==> config.mk <==
export PLATFORM = sky130hd
export DESIGN_NAME = mux_rr_arbiter
export DESIGN_NICKNAME = d
export VERILOG_FILES = /design/src/rtl/mux_arb_pkg.sv /design/src/rtl/rr_priority_pick.sv /design/src/rtl/mux_rr_arbiter.sv
export SDC_FILE = /design/constraint.sdc
export NUM_CORES = 1
export LEC_CHECK = 0
export ABC_AREA = 1
export CORE_UTILIZATION = 40
export DETAILED_ROUTE_END_ITERATION = 8
export GPL_TIMING_DRIVEN = 0
export MAX_ROUTING_LAYER = met4
export PLACE_DENSITY = 0.63
export SLEW_MARGIN = 20
export SYNTH_ARGS = -nofsm -noshare
export SYNTH_HDL_FRONTEND = slang
export SYNTH_SLANG_ARGS = --single-unit
export TNS_END_PERCENT = 50
==> constraint.sdc <==
create_clock -name clk -period 5.6 [get_ports clk]
set_clock_uncertainty 0.1 [all_clocks]
set_input_delay 1.12 -clock clk [delete_from_list [all_inputs] [get_ports clk]]
set_output_delay 1.12 -clock clk [all_outputs]
set_load 0.01 [all_outputs]
==> src/rtl/mux_arb_pkg.sv <==
// Shared definitions for the round-robin arbiter that drives the 4:1 mux select.
package mux_arb_pkg;

    localparam int NUM_REQ = 4;
    localparam int IDX_W   = 2;

    typedef enum logic {
        IDLE  = 1'b0,
        GRANT = 1'b1
    } arb_state_t;

    function automatic logic [NUM_REQ-1:0] idx_to_onehot(input logic [IDX_W-1:0] idx);
        return 4'b0001 << idx;
    endfunction

endpackage

==> src/rtl/rr_priority_pick.sv <==
// Rotating priority picker: first set request starting at ptr, wrapping modulo 4.
module rr_priority_pick
    import mux_arb_pkg::*;
(
    input  logic [NUM_REQ-1:0] req,
    input  logic [IDX_W-1:0]   ptr,
    output logic               found,
    output logic [IDX_W-1:0]   winner
);

    logic [NUM_REQ-1:0] rot_s;
    logic [IDX_W-1:0]   off_s;

    // Rotate so ptr sits at bit 0, find the first set bit, then rotate the offset back
    always_comb begin
        rot_s = {req[ptr + 2'd3], req[ptr + 2'd2], req[ptr + 2'd1], req[ptr]};
        off_s = 2'd0;
        casez (rot_s)
            4'b???1: off_s = 2'd0;
            4'b??10: off_s = 2'd1;
            4'b?100: off_s = 2'd2;
            4'b1000: off_s = 2'd3;
            default: off_s = 2'd0;
        endcase
        found  = |rot_s;
        winner = ptr + off_s;
    end

endmodule

==> src/rtl/mux_rr_arbiter.sv <==
// Round-robin arbiter with hold timeout; drives one-hot grant and the mux select pins.
module mux_rr_arbiter
    import mux_arb_pkg::*;
#(
    parameter int MAX_HOLD = 8,
    parameter int CNT_W    = 4
) (
    input  logic               clk,
    input  logic               reset,
    input  logic [NUM_REQ-1:0] req,
    output logic [NUM_REQ-1:0] grant,
    output logic               address0,
    output logic               address1,
    output logic               busy
);

    arb_state_t         state_r;
    logic [IDX_W-1:0]   ptr_r;
    logic [IDX_W-1:0]   owner_r;
    logic [CNT_W-1:0]   hold_cnt_r;
    logic [NUM_REQ-1:0] grant_r;
    logic               busy_r;

    logic [NUM_REQ-1:0] pick_req_s;
    logic [IDX_W-1:0]   pick_ptr_s;
    logic               found_s;
    logic [IDX_W-1:0]   winner_s;
    logic               hold_last_s;

    // One picker serves both cases: idle search from ptr, handoff search from owner+1 excluding the owner
    always_comb begin
        pick_req_s  = req & ~grant_r;
        hold_last_s = (hold_cnt_r == CNT_W'(MAX_HOLD - 1));
        if (state_r == GRANT) begin
            pick_ptr_s = owner_r + 2'd1;
        end else begin
            pick_ptr_s = ptr_r;
        end
    end

    rr_priority_pick u_pick (
        .req    (pick_req_s),
        .ptr    (pick_ptr_s),
        .found  (found_s),
        .winner (winner_s)
    );

    // Arbitration state machine; owner_r doubles as the mux select and holds it while idle
    always_ff @(posedge clk or posedge reset) begin
        if (reset) begin
            state_r    <= IDLE;
            ptr_r      <= 2'd0;
            owner_r    <= 2'd0;
            hold_cnt_r <= '0;
            grant_r    <= 4'b0000;
            busy_r     <= 1'b0;
        end else begin
            case (state_r)
                IDLE: begin
                    hold_cnt_r <= '0;
                    if (found_s) begin
                        state_r <= GRANT;
                        owner_r <= winner_s;
                        grant_r <= idx_to_onehot(winner_s);
                        busy_r  <= 1'b1;
                    end
                end
                GRANT: begin
                    if (!req[owner_r]) begin
                        ptr_r      <= owner_r + 2'd1;
                        hold_cnt_r <= '0;
                        if (found_s) begin
                            owner_r <= winner_s;
                            grant_r <= idx_to_onehot(winner_s);
                        end else begin
                            state_r <= IDLE;
                            grant_r <= 4'b0000;
                            busy_r  <= 1'b0;
                        end
                    end else if (hold_last_s) begin
                        // Forced handoff only when someone else waits; otherwise the tenure restarts
                        hold_cnt_r <= '0;
                        if (found_s) begin
                            ptr_r   <= owner_r + 2'd1;
                            owner_r <= winner_s;
                            grant_r <= idx_to_onehot(winner_s);
                        end
                    end else begin
                        hold_cnt_r <= hold_cnt_r + CNT_W'(1);
                    end
                end
                default: begin
                    state_r    <= IDLE;
                    hold_cnt_r <= '0;
                    grant_r    <= 4'b0000;
                    busy_r     <= 1'b0;
                end
            endcase
        end
    end

    assign grant    = grant_r;
    assign address0 = owner_r[0];
    assign address1 = owner_r[1];
    assign busy     = busy_r;

endmodule

### Word-level counts from Yosys, hierarchy flattened

Index checks and enable logic that the tools add are counted.

| storage, ports and cells | value |
|---|---|
| bits of input ports | 6 |
| output and inout port bits | 7 |
| word-level logic and storage cells | 68 |
| flip-flop bits (word level) | 14 |

| operators by class | value |
|---|---|
| eq/ne operators | 10 |
| magnitude comparators | 5 |
| add/subtract/negate cells | 6 |
| muxes and demuxes | 34 |
| shift operators | 1 |
| bitwise gates (word level) | 3 |
| reduce and logical (&&, ||, !) cells | 3 |

Operator list:

| operator | count |
|---|---|
| $mux W4 | 6 |
| $pmux W4 S2 | 2 |
| $lt A2 B3 Y1 const B | 5 |
| $mux W2 | 7 |
| $bmux W1 S2 | 5 |
| $mux W1 | 10 |
| $ne A2 B2 Y1 const B | 5 |
| $pmux W2 S3 | 1 |
| $reduce_and A3 Y1 | 2 |
| $add A2 B1 Y2 const B | 2 |
| $add A2 B2 Y2 const B | 2 |
| $add A4 B1 Y4 const B | 1 |
| $and A4 B4 Y4 | 1 |
| $eq A4 B3 Y1 const B | 1 |
| $eq A4 B4 Y1 const B | 1 |
| $not A4 Y4 | 1 |
| $pmux W1 S2 | 2 |
| $pmux W2 S2 | 1 |
| $reduce_or A4 Y1 | 1 |
| $shl A1 B2 Y4 const A | 1 |
| $eq A3 B3 Y1 const B | 1 |
| $ne A3 B3 Y1 const B | 1 |
| $add A2 B2 Y2 | 1 |
| $eq A2 B2 Y1 const B | 1 |
| $not A1 Y1 | 1 |

### Depth between registers and ports, before layout

| logic depth | value |
|---|---|
| depth after elaboration | 13 |
| gate-level depth with buffers | 18 |
| mapped depth without buffers | 17 |

### Modules after synthesis

Synthesis repeated with hierarchy kept, for this count alone.

| unflattened totals | value |
|---|---|
| cell total of the unflattened synthesis | 159 |
| area total of the unflattened synthesis | 1023.5 sq um |

By module, submodules not included:

| module | cells each | instances | area an instance (sq um) | sequential area each (sq um) |
|---|---|---|---|---|
| mux_rr_arbiter | 103 | 1 | 752.0 | 350.3 |
| rr_priority_pick | 56 | 1 | 271.5 | 0.0 |

### Worst setup path after synthesis

No wires, ideal clock.

| path | value |
|---|---|
| path type | input to register |
| start | input req[1] |
| end | register owner_r[1] |
| setup time | 0.124 ns |
| arrival time | 2.377 ns |
| data required time | 5.376 ns |
| buffers on the path | 0 |
| slack | 2.999 ns |
| stages on the path | 16 |
| path through | inv_1 > nor2_1 > nand2_1 > nand2_1 > nand3_1 > nand2_1 > nand2_1 > a31oi_1 > ha_1 > inv_1 > xor2_1 > inv_1 > nand2_1 > nand2_2 > nand2_1 > o21ai_1 |

| between the ends | value |
|---|---|
| longest elaborated chain between the ends | 10 |
| elaborated cells on any way between the ends | 22 |
| those cells by class | add/sub (1); eq/ne (4); mux (15); bitwise (1); reduce/logical (1) |

Ends and longest elaborated chain:

| what | line | text |
|---|---|---|
| start, declared | mux_rr_arbiter.sv:10 | `input logic [NUM_REQ-1:0] req,` |
| $and A4 B4 Y4 | mux_rr_arbiter.sv:32 | `pick_req_s = req & ~grant_r;` |
| $bmux W1 S2 | rr_priority_pick.sv:16 | `rot_s = {req[ptr + 2'd3], req[ptr + 2'd2], req[ptr + 2'd1], req[ptr]};` |
| $mux W1 (not written as such) | rr_priority_pick.sv:16 |  |
| $eq A4 B4 Y1, or another cell as far along | rr_priority_pick.sv:18 | `casez (rot_s)` |
| $pmux W2 S3 | rr_priority_pick.sv:18 |  |
| $add A2 B2 Y2 | rr_priority_pick.sv:26 | `winner = ptr + off_s;` |
| $mux W2 | mux_rr_arbiter.sv:61, mux_rr_arbiter.sv:72, mux_rr_arbiter.sv:83 |  |
| $mux W2 | mux_rr_arbiter.sv:80 | `end else if (hold_last_s) begin` |
| $mux W2 | mux_rr_arbiter.sv:69 | `if (!req[owner_r]) begin` |
| $pmux W2 S2 | mux_rr_arbiter.sv:58 | `case (state_r)` |
| end signal, assigned | mux_rr_arbiter.sv:63 | `owner_r <= winner_s;` |
| end signal, assigned | mux_rr_arbiter.sv:73 | `owner_r <= winner_s;` |
| end signal, assigned | mux_rr_arbiter.sv:85 | `owner_r <= winner_s;` |
| end, declared | mux_rr_arbiter.sv:19 | `logic [IDX_W-1:0] owner_r;` |

Parallel ways exist; a longest one is shown, timed or not. The select of a mux whose other input is x is not followed.
A chain may end at the register's enable or synchronous reset.

### Worst setup path in the final report

| path | value |
|---|---|
| start | input req[1] |
| end | register grant_r[3], in the netlist grant[3] |

| between the ends | value |
|---|---|
| longest elaborated chain between the ends | 11 |
| elaborated cells on any way between the ends | 24 |
| those cells by class | add/sub (1); eq/ne (4); shift (1); mux (16); bitwise (1); reduce/logical (1) |

Ends and longest elaborated chain:

| what | line | text |
|---|---|---|
| $and A4 B4 Y4 | mux_rr_arbiter.sv:32 |  |
| $bmux W1 S2 | rr_priority_pick.sv:16 |  |
| $mux W1 (not written as such) | rr_priority_pick.sv:16 |  |
| $eq A4 B4 Y1, or another cell as far along | rr_priority_pick.sv:18 |  |
| $pmux W2 S3 | rr_priority_pick.sv:18 |  |
| $add A2 B2 Y2 | rr_priority_pick.sv:26 |  |
| $shl A1 B2 Y4 | mux_arb_pkg.sv:13 | `return 4'b0001 << idx;` |
| $mux W4 | mux_rr_arbiter.sv:61, mux_rr_arbiter.sv:83 |  |
| $mux W4 | mux_rr_arbiter.sv:80 |  |
| $mux W4 | mux_rr_arbiter.sv:69 |  |
| $pmux W4 S2 | mux_rr_arbiter.sv:58 |  |
| end signal, assigned | mux_rr_arbiter.sv:64 | `grant_r <= idx_to_onehot(winner_s);` |
| end signal, assigned | mux_rr_arbiter.sv:74 | `grant_r <= idx_to_onehot(winner_s);` |
| end signal, assigned | mux_rr_arbiter.sv:86 | `grant_r <= idx_to_onehot(winner_s);` |
| end, declared | mux_rr_arbiter.sv:21 | `logic [NUM_REQ-1:0] grant_r;` |

Parallel ways exist; a longest one is shown, timed or not. The select of a mux whose other input is x is not followed.

==> results.md <==
Status:
- The flow ran to the end, and the final reports show no timing, DRC or antenna violations.

Clock network:
- Buffers inserted to repair hold after CTS numbered 0.
- TritonCTS created 3 clock buffers.
- The root buffer cell chosen for the clock tree is sky130_fd_sc_hd__clkbuf_4.
- The post-cts sizing count is 0.
- The clock slew at the register clock pins of the worst setup and hold paths is 0.08 ns.
- CTS built an H-tree with a depth of 1.
- TritonCTS built the clock tree.
- The clock insertion delay at the later pin of the skew report is 0.28 ns.
- The clock sink total is 14.
- The worst-case clock buffer depth is 2.
- The post-CTS setup buffer count is 0.

Timing:
- The headroom to the max-slew limit is 65.7%.
- Setup repair after global routing left no endpoint under its margin.
- The count of final max-slew check failures is 0.
- The share of the clock period used by the worst path after layout is 54.2%.
- Setup violations remaining at the end of the flow were counted as 0.
- Subtracting the final worst setup slack from the clock period gives 3.04 ns.
- The hold violation count in the final report is 0.
- Timing would allow up to 329 MHz.
- The transition time at the pin with the least slew margin is 0.514 ns.
- In the final timing run, aggregate negative setup slack is 0 ns.

Layout:
- The post-synthesis to final-layout area growth is 19.3%.
- The count of antenna diodes in the layout is 0.
- Leaving out fill and tap cells, the most frequent cells in the layout are sky130_fd_sc_hd__nand2_1, sky130_fd_sc_hd__inv_1, sky130_fd_sc_hd__nand3_1, sky130_fd_sc_hd__dfrtp_1, sky130_fd_sc_hd__clkdlybuf4s50_1.
- The most frequent standard cell in the layout excluding fill and tap cells is sky130_fd_sc_hd__nand2_1.
- The fill cell instance count of the final layout is 226.
- The number of nets in the layout is 170.
- Cells with a size suffix above 1 make up 15.5% of the layout.
- The final standard cell area without fillers is 1180 um2.

Die:
- The die outline height is 51.8 um.
- The die covers 2680 um2.
- For this design the top-level I/O count stands at 13.
- The die is 51.8 um wide.
- The floorplan row count is 17.
- The core region is 2280 um2.
- The effective utilization at floorplan is 43.6%.

Synth:
- The netlist uses 23 different library cells.
- The share of the synthesized area in the top cell type is 35.3%.
- The synthesized design spends more area on one cell type than any other, namely sky130_fd_sc_hd__dfrtp_1.
- The number of register bits inferred by synthesis is 14.
- Synthesis produced 145 cells.
- Yosys attributes the largest share of cell area to sky130_fd_sc_hd__dfrtp_1, sky130_fd_sc_hd__nand2_1, sky130_fd_sc_hd__nand3_1.
- Sequential cells were found to cover 35.3% of the synthesized design area.
- The net count after synthesis is 153.
- The synthesized area per cell is 6.84 um2.
- After synthesis the cells add up to 992 um2.
- The number of warnings reported in the yosys synthesis log is 0.

Worst hold path:
- The class of the most critical hold timing path is reg -> reg.
- The end of the worst hold path is hold_cnt_r[0].
- In this run the most critical hold path is launched from hold_cnt_r[0].
- Along the worst hold path, the cell count comes to 1.

Job:
- The number of maximum-capacitance violations is 0.

Routing:
- Dividing the detail-routed wire length by the instance count gives 11.3 um.
- The DRC violation count after routing is 0.
- In this run, the number of DRC markers left after iteration 0 of detailed routing was 32.
- Using the TritonRoute via totals, the vias-per-cell ratio works out to 5.05.
- The number of vias after detailed routing is 955.
- The pre-antenna-repair detailed-routing pass consisted of 4 iterations.
- The total wirelength of the detailed-routed design is 2140 um.
- The count of antenna-violating nets left after detailed routing is 0.

Setup path:
- The worst reg2reg path endpoint is grant[3].
- Measured in cells, the most critical reg-to-reg path has a length of 15.
- The startpoint identified for the worst register-to-register timing path is state_r.
- The worst setup path is captured at a flip-flop.
- The setup check on the worst reg-to-reg path leaves a slack of 3.27 ns.
- The endpoint arrival time on the critical path is 3.16 ns.
- The top fanout value on the critical path is 4.
- The critical path in this run is classified as in -> reg.
- The required time of the critical path is 5.72 ns.
- The critical path startpoint category is an input port.

Placed design:
- Once detailed placement completed, the half-perimeter wirelength came to 1770 um.
- The final RePlAce weighted congestion is 0.918.
- Summing all placed instances gives a cell area of 1150 um2.
- The number of port buffers is 12.

Global routing:
- The via count of the first global-routing pass is 917.
- For this run, the total global-route usage over all layers was measured as 19.5%.
- The first global-routing pass estimated 3800 um of wire.
- For this run the aggregate overflow at the end of global routing stands at 0.
- The number of antenna violations at the first check in global routing is 0.
- The largest net degree at the start of global routing is 15.
==> area by class of cell <==
class | count | area [um2] | area share, %
Clock buffer | 4 | 36.3 | 3.07
Inverter | 20 | 77.6 | 6.55
Buffer | 2 | 22.5 | 1.90
Timing Repair Buffer | 12 | 120 | 10.1
Multi-Input combinational cell | 109 | 542 | 45.8
Sequential cell | 14 | 350 | 29.6
Tap cell | 28 | 35.0 | 2.96
==> cell usage after synthesis <==
library cell	number
sky130_fd_sc_hd__inv_2	2
sky130_fd_sc_hd__inv_4	1
sky130_fd_sc_hd__nand2_4	1
sky130_fd_sc_hd__nand3_2	3
sky130_fd_sc_hd__nand3_1	14
sky130_fd_sc_hd__o21ai_2	2
sky130_fd_sc_hd__buf_6	2
sky130_fd_sc_hd__inv_1	17
sky130_fd_sc_hd__a21oi_1	2
sky130_fd_sc_hd__nand2_1	52
sky130_fd_sc_hd__or2_1	1
sky130_fd_sc_hd__xor2_1	2
sky130_fd_sc_hd__nor2_1	11
sky130_fd_sc_hd__nor2_4	1
sky130_fd_sc_hd__dfrtp_1	14
sky130_fd_sc_hd__nand2_2	7
sky130_fd_sc_hd__a31oi_1	1
sky130_fd_sc_hd__ha_1	2
sky130_fd_sc_hd__nor2_2	2
sky130_fd_sc_hd__o21ai_1	4
sky130_fd_sc_hd__nand4_1	1
sky130_fd_sc_hd__o21ai_0	2
sky130_fd_sc_hd__nor3b_1	1
==> sequential cells by signal, summed over array words and instances, names as in the netlist <==
| register | count |
|---|---|
| hold_cnt_r | 4 |
| busy | 1 |
| ptr_r | 2 |
| grant | 4 |
| state_r | 1 |
| owner_r | 2 |
==> cells by family (layout without fill, tap and decap cells) <==
family,after synthesis,after routing,share of synthesized area (%)
compound gates,11,11,6.43
fa+ha+maj,2,2,2.52
xor+xnor,2,2,1.77
simple gates,94,94,43.9
flops,14,14,35.3
buf+inv,22,38,10.1
==> worst max-delay path: stages <==
cell and delay [ns]:
sky130_fd_sc_hd__clkdlybuf4s50_1 0.48, sky130_fd_sc_hd__inv_1 0.04, sky130_fd_sc_hd__nor2_1 0.13, sky130_fd_sc_hd__nand2_1 0.07, sky130_fd_sc_hd__nand2_1 0.10, sky130_fd_sc_hd__nand3_1 0.11, sky130_fd_sc_hd__nand2_1 0.09, sky130_fd_sc_hd__nand2_1 0.05
sky130_fd_sc_hd__a31oi_1 0.14, sky130_fd_sc_hd__ha_1 0.17, sky130_fd_sc_hd__inv_1 0.04, sky130_fd_sc_hd__xor2_1 0.18, sky130_fd_sc_hd__nand3_1 0.15, sky130_fd_sc_hd__nand2_2 0.13, sky130_fd_sc_hd__nand3_1 0.08, sky130_fd_sc_hd__nand2_1 0.06
==> metal layers <==
metal | GRT usage, % | wire (um) | share of wire, % | vias up
met5 | - | 0 | 0 | -
met4 | 3.15 | 12 | 0.56 | 0
met3 | 5.56 | 146 | 6.8 | 3
met2 | 31.0 | 949 | 44 | 36
met1 | 25.1 | 1030 | 48 | 430
li1 | - | - | - | 486
==> how the worst max path moves through the flow <==
stage,from,endpoint,slack (ns)
after CTS,req[1],grant[3],2.59
after floorplan,req[1],owner_r[1],3.00
after detailed placement,req[1],grant[3],2.30
after global routing,req[1],grant[3],2.32
after global placement,req[1],grant[3],2.30
final,req[1],grant[3],2.56
==> stage by stage <==
| step | util [%] | hold slack, ns | setup WS [ns] | instances |
|---|---|---|---|---|
| floorplan | - | 0.333 | 3.00 | 145 |
| global placement | 50.4 | 0.359 | 2.30 | 185 |
| detailed placement | 50.4 | 0.377 | 2.30 | 185 |
| CTS | 52.0 | 0.388 | 2.59 | 189 |
| global route | 52.0 | 0.407 | 2.32 | 189 |
| finish | 52.0 | 0.386 | 2.56 | 189 |
Power is left out: the tool's default activity adds up to more than one toggle a clock period on the data nets, which glitch-free logic cannot reach.
